`config.mk`:
```
export PLATFORM = sky130hd
export DESIGN_NAME = lsu
export DESIGN_NICKNAME = d
export VERILOG_FILES = /design/src/rtl/lsu.sv
export SDC_FILE = /design/constraint.sdc
export NUM_CORES = 1
export LEC_CHECK = 0
export ABC_AREA = 1
export CORE_MARGIN = 1.5
export CORE_UTILIZATION = 48
export DETAILED_ROUTE_END_ITERATION = 12
export PLACE_DENSITY = 0.91
export SYNTH_ARGS = -nofsm -noshare
export SYNTH_HDL_FRONTEND = slang
export SYNTH_SLANG_ARGS = --single-unit
```
`constraint.sdc`:
```
create_clock -name clk -period 4.55 [get_ports clk]
set_input_delay 0.91 -clock clk [delete_from_list [all_inputs] [get_ports clk]]
set_output_delay 0.91 -clock clk [all_outputs]
set_load 0.01 [all_outputs]
```
`src/rtl/lsu.sv`:
```
// lsu: memory-stage load/store unit, one outstanding access at a time.
// Define MISALIGN_TRAP_EN to trap misaligned H/W accesses instead of aligning them.
`ifndef DWIDTH
`define DWIDTH 32
`endif

module lsu (
    input  logic                 clk,
    input  logic                 reset,
    input  logic                 req_valid,
    output logic                 req_ready,
    input  logic                 req_store,
    input  logic [2:0]           req_funct3,
    input  logic [`DWIDTH-1:0]   req_addr,
    input  logic [`DWIDTH-1:0]   req_wdata,
    input  logic [4:0]           req_rd,
    output logic                 mem_req_valid,
    input  logic                 mem_req_ready,
    output logic [`DWIDTH-1:0]   mem_req_addr,
    output logic [3:0]           mem_req_wmask,
    output logic [`DWIDTH-1:0]   mem_req_wdata,
    input  logic                 mem_resp_valid,
    input  logic [`DWIDTH-1:0]   mem_resp_data,
    output logic                 busy,
    output logic                 done,
    output logic [`DWIDTH-1:0]   done_data,
    output logic [4:0]           done_rd,
    output logic                 done_we,
    output logic                 misaligned
);

    localparam int W = `DWIDTH;

    typedef enum logic [1:0] {
        IDLE = 2'd0,
        REQ  = 2'd1,
        WAIT = 2'd2,
        RESP = 2'd3
    } state_t;

    state_t state;
    state_t state_next;

    logic [W-1:0] addr_q;
    logic [W-1:0] wdata_q;
    logic [2:0]   funct3_q;
    logic         store_q;
    logic [4:0]   rd_q;

    logic [W-1:0] data_q;
    logic [4:0]   done_rd_q;
    logic         we_q;

    logic         accept;
    logic         trap_take;
    logic         store_hs;
    logic         resp_take;

    logic         is_byte;
    logic         is_half;
    logic [1:0]   off;
    logic [1:0]   lane;
    logic [3:0]   wmask_fmt;
    logic [W-1:0] wdata_fmt;
    logic [W-1:0] shifted;
    logic [W-1:0] load_fmt;

    assign accept    = (state == IDLE) && req_valid;
    assign store_hs  = (state == REQ) && mem_req_ready && store_q;
    assign resp_take = (state == WAIT) && mem_resp_valid;

`ifdef MISALIGN_TRAP_EN
    logic mis_in;
    logic mis_q;

    always_comb begin
        mis_in = ((req_funct3[1:0] == 2'b01) && req_addr[0])
               || (req_funct3[1] && (req_addr[1:0] != 2'b00));
    end

    assign trap_take  = accept && mis_in;
    assign misaligned = mis_q;

    always_ff @(posedge clk) begin
        if (reset) begin
            mis_q <= 1'b0;
        end else if (trap_take) begin
            mis_q <= 1'b1;
        end else if (store_hs || resp_take) begin
            mis_q <= 1'b0;
        end
    end
`else
    assign trap_take  = 1'b0;
    assign misaligned = 1'b0;
`endif

    // State register
    always_ff @(posedge clk) begin
        if (reset) begin
            state <= IDLE;
        end else begin
            state <= state_next;
        end
    end

    // Next-state logic
    always_comb begin
        state_next = state;
        unique case (state)
            IDLE: begin
                if (req_valid) begin
                    state_next = trap_take ? RESP : REQ;
                end
            end
            REQ: begin
                if (mem_req_ready) begin
                    state_next = store_q ? RESP : WAIT;
                end
            end
            WAIT: begin
                if (mem_resp_valid) begin
                    state_next = RESP;
                end
            end
            RESP: begin
                state_next = IDLE;
            end
            default: begin
                state_next = IDLE;
            end
        endcase
    end

    // State-decoded outputs
    always_comb begin
        req_ready     = 1'b0;
        mem_req_valid = 1'b0;
        done          = 1'b0;
        unique case (state)
            IDLE:    req_ready = 1'b1;
            REQ:     mem_req_valid = 1'b1;
            RESP:    done = 1'b1;
            default: ;
        endcase
    end

    assign busy = ~req_ready;

    // Request fields are latched once so memory sees them stable until ready
    always_ff @(posedge clk) begin
        if (reset) begin
            addr_q   <= '0;
            wdata_q  <= '0;
            funct3_q <= 3'b000;
            store_q  <= 1'b0;
            rd_q     <= 5'd0;
        end else if (accept) begin
            addr_q   <= req_addr;
            wdata_q  <= req_wdata;
            funct3_q <= req_funct3;
            store_q  <= req_store;
            rd_q     <= req_rd;
        end
    end

    // funct3[1:0] selects size; 010, 011, 110 and 111 all behave as a word
    always_comb begin
        is_byte = 1'b0;
        is_half = 1'b0;
        unique case (funct3_q[1:0])
            2'b00:   is_byte = 1'b1;
            2'b01:   is_half = 1'b1;
            default: ;
        endcase
    end

    assign off = addr_q[1:0];

    // Misaligned low bits are dropped here when no trap is taken
    always_comb begin
        lane      = 2'b00;
        wmask_fmt = 4'b1111;
        wdata_fmt = wdata_q;
        unique case (1'b1)
            is_byte: begin
                lane      = off;
                wmask_fmt = 4'b0001 << off;
                wdata_fmt = {4{wdata_q[7:0]}};
            end
            is_half: begin
                lane      = {off[1], 1'b0};
                wmask_fmt = 4'b0011 << {off[1], 1'b0};
                wdata_fmt = {2{wdata_q[15:0]}};
            end
            default: ;
        endcase
    end

    always_comb begin
        shifted  = mem_resp_data >> {lane, 3'b000};
        load_fmt = shifted;
        unique case (1'b1)
            is_byte: begin
                load_fmt = {{(W-8){~funct3_q[2] & shifted[7]}},
                            shifted[7:0]};
            end
            is_half: begin
                load_fmt = {{(W-16){~funct3_q[2] & shifted[15]}},
                            shifted[15:0]};
            end
            default: ;
        endcase
    end

    assign mem_req_addr  = {addr_q[W-1:2], 2'b00};
    assign mem_req_wdata = wdata_fmt;
    assign mem_req_wmask = (mem_req_valid && store_q) ? wmask_fmt : 4'b0000;

    // Completion results, held until the next access completes
    always_ff @(posedge clk) begin
        if (reset) begin
            data_q    <= '0;
            done_rd_q <= 5'd0;
            we_q      <= 1'b0;
        end else if (trap_take) begin
            data_q    <= req_addr;
            done_rd_q <= req_rd;
            we_q      <= 1'b0;
        end else if (store_hs) begin
            data_q    <= '0;
            done_rd_q <= rd_q;
            we_q      <= 1'b0;
        end else if (resp_take) begin
            data_q    <= load_fmt;
            done_rd_q <= rd_q;
            we_q      <= 1'b1;
        end
    end

    assign done_data = data_q;
    assign done_rd   = done_rd_q;
    assign done_we   = we_q;

endmodule

```
==> results of run 1 <==
==> power by group <==
group	internal, mW	total, mW	switching, mW
Clock	0.810	1.31	0.500
Combinational	0.834	1.84	1.01
Sequential	1.24	1.43	0.195
Total	2.88	4.58	1.70
==> flip-flops by register name (all words and copies together), names as in the netlist <==
register and cells:
rd_q 5, funct3_q 3, store_q 1, done_data 32, wdata_q 32, done_rd 5
state 2, addr_q 32, done_we 1
==> cell type report <==
cell class	instances	share of cell area [%]
sequential	113	28.0
clock inverter	15	1.95
timing repair buffer	222	27.3
inverter	78	3.62
tap	143	2.21
clock buffer	17	5.25
multi-input combinational	585	31.7
==> routing by layer <==
metal	vias to the layer above	global-route usage, %	wire [um]	share of wire (%)
met5	-	0	0	0
met4	0	12.9	508	2.9
met3	40	8.76	1610	9.3
met2	289	45.3	8200	47
met1	2739	32.9	6950	40
li1	2967	-	-	-
==> synthesized netlist by cell type, drive strengths merged, types with 2 or more instances <==
cell      n
o211ai    4
inv      77
buf      60
o21ai    92
clkbuf   32
ha        4
a21oi    13
nor3      2
dfxtp   113
nand3    90
nor2    225
nand2   149
==> worst max path at each step <==
| stage | start | end | slack, ns |
|---|---|---|---|
| 5_1_grt | funct3_q[1]$_SDFFE_PP0P_ | mem_req_wmask[0] | 0.57 |
| 3_5_place_dp | mem_resp_valid | done_data[4]$_SDFFE_PP0P_ | 0.99 |
| 2_1_floorplan | funct3_q[1]$_SDFFE_PP0P_ | mem_req_wmask[1] | 2.41 |
| 6_report | funct3_q[1]$_SDFFE_PP0P_ | mem_req_wmask[0] | 0.68 |
| 3_3_place_gp | mem_resp_valid | done_data[4]$_SDFFE_PP0P_ | 1.12 |
| 4_1_cts | funct3_q[1]$_SDFFE_PP0P_ | mem_req_wmask[0] | 0.70 |
==> stage by stage <==
stage / instance area [um^2] / hold WS [ns] / instances / total power [mW] / setup WS (ns)
6_report: 8100 / 0.479 / 1173 / 4.58 / 0.683
5_1_grt: 8100 / 0.496 / 1173 / 4.86 / 0.572
4_1_cts: 8100 / 0.484 / 1173 / 4.60 / 0.696
3_5_place_dp: 7510 / 0.471 / 1141 / 3.26 / 0.991
3_3_place_gp: 7510 / 0.460 / 1141 / 3.22 / 1.12
2_1_floorplan: 5690 / 0.455 / 868 / 2.58 / 2.41
==> critical path, stage by stage, from the launching register on <==
cell and delay (ns):
dfxtp_2 0.89, nor2_8 0.20, nand2_4 0.33, inv_2 0.18
nor3_1 0.30, clkdlybuf4s50_1 0.61
==> cell families (layout without fill, tap and decap cells) <==
group / after synthesis / in the layout
adders and majority gates: 4 / 4
DFF: 113 / 113
AOI/OAI and AO/OA: 110 / 110
buffers and inverters: 170 / 332
other: 1 / 3
and+or+nand+nor: 468 / 468
==> out/metrics.cfg, run 1 <==
[min_path]
min_from = addr_q[22]$_SDFFE_PP0P_
min_path_cells = 2
hold_end = addr_q[22]$_SDFFE_PP0P_
hold_path.class = register to register

[sta]
slew_violations = 0
clock_skew_ns = 0.0238
min_period_ns = 3.87
max_clock_freq_mhz = 259
finalCritPeriodShare_pct = 85.0
rsz0062_at_grt = false
slew_headroom_pct = 31.3
worst_pin_slew_ns = 1.03
setup_tns_ns = 0
setup_viol = 0
hold_viol_final = 0

[floorplan]
io_pins = 221
core-area_um2 = 11500
die_w_um = 112
die_area_um2 = 12500
die_y_um = 112
start_util_pct = 49.5
fp-row-count = 39

[synth]
synth-compound-area-share_pct = 9.93
synthFlopType = dfxtp_1
synth-simple-area-share_pct = 34.2
synthArstFlopShare_pct = 0
synth_top_family_by_area = simple AND/OR/NAND/NOR gates
muxShareOfSynthArea_pct = 0
yosys_register_bits = 113
yosysTopAreaCell = dfxtp_1
syn_inst = 866
synthDistinctLibCells = 27
synth_edf_count = 0
synth-xor-area-share_pct = 0
synth.cell_area_um2 = 5680
ys_seq_area_share_pct = 39.8
synth-adder-area-share_pct = 0.881
synth_top_area_share_pct = 39.8
ys_top_cells_by_area = dfxtp_1 (40%), nor2_1 (15%), nand2_1 (9.7%)
avgSynthCellArea_um2 = 6.56
yosys_warnings = 0

[cts]
post-cts-setup-buffers = 0
cts_tree = built
clockBufferDepth = 2
post_cts_resized = 0
path_clk_slew_ns = 0.06
cts_max_level = 4
clkSinkCount = 113
clk_latency_ns = 0.42
root_buffer = clkbuf_16
cts_buffers = 17
hold_buffers = 0

[critical_path]
crit_arrival_ns = 2.96
start_kind = register
ff2ff_setup_slack_ns = 1.57
reg2reg_from = state[0]$_SDFFE_PP0P_
crit_path_max_fanout = 36
rr_endpoint = done_data[11]$_SDFFE_PP0P_
cp-end-kind = output pin
critical_path_class = register to output pin
reg2reg_depth = 9
crit_required_ns = 3.64

[global_route]
grt_max_degree = 81
grt_usage_pct = 27.6
grt_pass1_wl_mm = 27.5
grt_overflow = 0
antenna_found_initial = 0
grt_pass1_vias = 5685

[layout]
nFillCells = 944
regArea_um2 = 2260
antennaDiodeCount = 0
drive_gt1_share_pct = 5.05
layout_common_cells = nor2_1 (223), clkdlybuf4s50_1 (217), nand2_1 (146)
multi_input_area_um2 = 2570
fin_util_pct = 70.6
layout.nets = 1131
layout_commonest_cell = nor2_1
area_growth_pct = 42.6

[drt]
avgRoutedWirePerCell_um = 14.7
drt_iter0_drc = 370
first_pass_iters = 5
route.detailed.drc = 0
wl_mm = 17.3
dr_total_vias = 6035
drt-vias-per-instance = 5.14
antenna_left = 0

[pwr]
leakagePower_nw = 3.65
power_density_nw_per_um2 = 566
peakVddDrop_mv = 0.372

[placed_design]
hpwl_mm = 11.7
gp_congestion = 0.918
io_buffers = 217

[run]
cap_violations = 0

[outcome]
outcome = finished, final reports clean

Power figures use the tool's default switching activity.
==> run 2: changes to the inputs <==
- CORE_UTILIZATION: 48 -> 40
- PLACE_DENSITY: 0.91 -> 0.81
- clock period: 4.55 -> 3.33 ns (I/O delays scaled with it)
==> run 2 against run 1 <==
Compared with the run above:
- sequential power rose by 35%
- total power up 35%
- final area rose by 0.76%
==> out/metrics.cfg, run 2 (synthesized netlist as in run 1, its figures left out) <==
[layout]
antennaDiodeCount = 0  ; unchanged
design_area_um2 = 8160  ; +0.76%
layout.nets = 1136  ; +0.44%
multi_input_area_um2 = 2570  ; unchanged
area_growth_pct = 43.6
regArea_um2 = 2260  ; unchanged
final_cells = 1213  ; +3.4%
nFillCells = 1288  ; +36%
layout_commonest_cell = nor2_1
layout_common_cells = nor2_1 (223), clkdlybuf4s50_1 (217), nand2_1 (146)
drive_gt1_share_pct = 5.13  ; +0.082 points

[sta]
setup_tns_ns = 0  ; unchanged
rsz0062_at_grt = false
worst_pin_slew_ns = 0.557  ; -0.471 ns
max_clock_freq_mhz = 324
clock_skew_ns = 0.00852  ; -0.0153 ns
setup_viol = 0  ; unchanged
min_period_ns = 3.08
setup_slack_ns = 0.246  ; -0.437 ns
slew_headroom_pct = 62.9  ; +32 points
hold_viol_final = 0  ; unchanged
slew_violations = 0  ; unchanged
finalCritPeriodShare_pct = 92.6

[placed_design]
io_buffers = 217  ; unchanged
gp_congestion = 0.959  ; +4.4%
hpwl_mm = 12.1  ; +3.8%
post_dp_cell_area_um2 = 7600  ; +1.1%
dp.cells = 1183  ; +3.7%
detailedPlace.worstSlack_ns = 0.659  ; -0.332 ns

[min_path]
hold_path.class = register to register
min_path_cells = 2  ; unchanged

[critical_path]
cp-end-kind = output pin
cp.buffers_inverters = 3  ; +1
crit_chain = inv_2, nand2_1, buf_4, nand2_1, nand2_1, clkdlybuf4s50_1
cp_top_family = buffers and inverters
crit_arrival_ns = 2.42  ; -0.54 ns
crit_path_max_incr_delay_ns = 0.68  ; -0.21 ns
reg2reg_depth = 8  ; -1
cp.depth = 6  ; +1
critical_path_class = register to output pin
critPathSlowestCell = dfxtp_2
start_kind = register
cpMostUsedCell = nand2_1
crit_path_max_fanout = 21  ; -42%
crit_required_ns = 2.66  ; -0.98 ns

[cts]
clk_latency_ns = 0.41  ; about the same
cts_buffers = 17  ; unchanged
path_clk_slew_ns = 0.05  ; about the same
clkSinkCount = 113  ; unchanged
hold_buffers = 0  ; unchanged
clockBufferDepth = 2  ; unchanged
root_buffer = clkbuf_16
cts_max_level = 4  ; unchanged
post-cts-setup-buffers = 0  ; unchanged
cts_tree = built
post_cts_resized = 0  ; unchanged

[floorplan]
start_util_pct = 40.9  ; -8.6 points
die_area_um2 = 14900  ; +19%
io_pins = 221  ; unchanged
core-area_um2 = 13900  ; +21%
die_y_um = 122  ; +9.3%
die_w_um = 122  ; +9.3%
fp-row-count = 43  ; +10%

[drt]
avgRoutedWirePerCell_um = 14.0  ; -4.8%
drt-vias-per-instance = 4.79  ; -6.9%
route.detailed.drc = 0  ; unchanged
drt_iter0_drc = 479  ; +29%
antenna_left = 0  ; unchanged
first_pass_iters = 5  ; unchanged
dr_total_vias = 5811  ; -3.7%
wl_mm = 17.0  ; -1.5%

[pwr]
peakVddDrop_mv = 0.383  ; +2.8%
leakagePower_nw = 3.66  ; +0.32%
p_total_mw = 6.18  ; +35%
power_density_nw_per_um2 = 757  ; +34%

[global_route]
grt_usage_pct = 23.3  ; -4.3 points
grt_pass1_vias = 5443  ; -4.3%
grtUsageMet2_pct = 38.1  ; -7.2 points
grt_overflow = 0  ; unchanged
antenna_found_initial = 0  ; unchanged
grt_pass1_wl_mm = 26.9  ; -2.5%
grt_max_degree = 66  ; -19%
use_met1_pct = 27.2  ; -5.7 points
grt-busiest-layer = met2
use_met3_pct = 9.08  ; +0.32 points

[run]
cap_violations = 0  ; unchanged

[outcome]
outcome = finished, final reports clean

## run 2: cell types whose count changed in the layout (fill, tap and decap cells not counted)
cell      change
buf_4         +5
clkbuf_1      +2
clkbuf_8      +1
inv_6         -5
## run 2: metrics by stage
step	util, %	hold WS, ns
finish	58.8	0.476
global route	58.8	0.507
CTS	58.8	0.484
detailed placement	54.7	0.471
global placement	54.7	0.462
floorplan	-	0.455
## run 2: tightest hold or removal path, stage by stage (launching register included)
cell and delay (ns):
dfxtp_1 0.32, nor2_1 0.04, nor2_1 0.08
## run 2: worst paths after layout
kind	start	endpoint	slack, ns
setup / recovery	funct3_q[1]$_SDFFE_PP0P_	mem_req_wdata[12]	0.25
hold / removal	done_we$_SDFFE_PP0P_	done_we$_SDFFE_PP0P_	0.48
setup reg to reg	funct3_q[1]$_SDFFE_PP0P_	done_data[30]$_SDFFE_PP0P_	1.28
hold reg to reg	done_we$_SDFFE_PP0P_	done_we$_SDFFE_PP0P_	0.48
## run 2: per-layer routing
layer / wire length (um) / vias up / part of all wire (%)
met4: 469 / 0 / 2.8
met1: 6950 / 2541 / 41
met3: 1670 / 40 / 9.8
met2: 7910 / 253 / 47
li1: - / 2977 / -
met5: 0 / - / 0
## run 2: power breakdown
part	leakage, nW	switching (mW)	internal (mW)
clock	0.264	0.607	1.11
sequential	0.931	0.233	1.69
combinational	2.47	1.39	1.15
## run 2: final cells by class
class	instances	share of cell area, %
Multi-Input combinational cell	585	31.5
Sequential cell	113	27.7
Timing Repair Buffer	227	27.5
Clock buffer	20	5.47
Inverter	78	3.59
Tap cell	180	2.76
Clock inverter	10	1.40
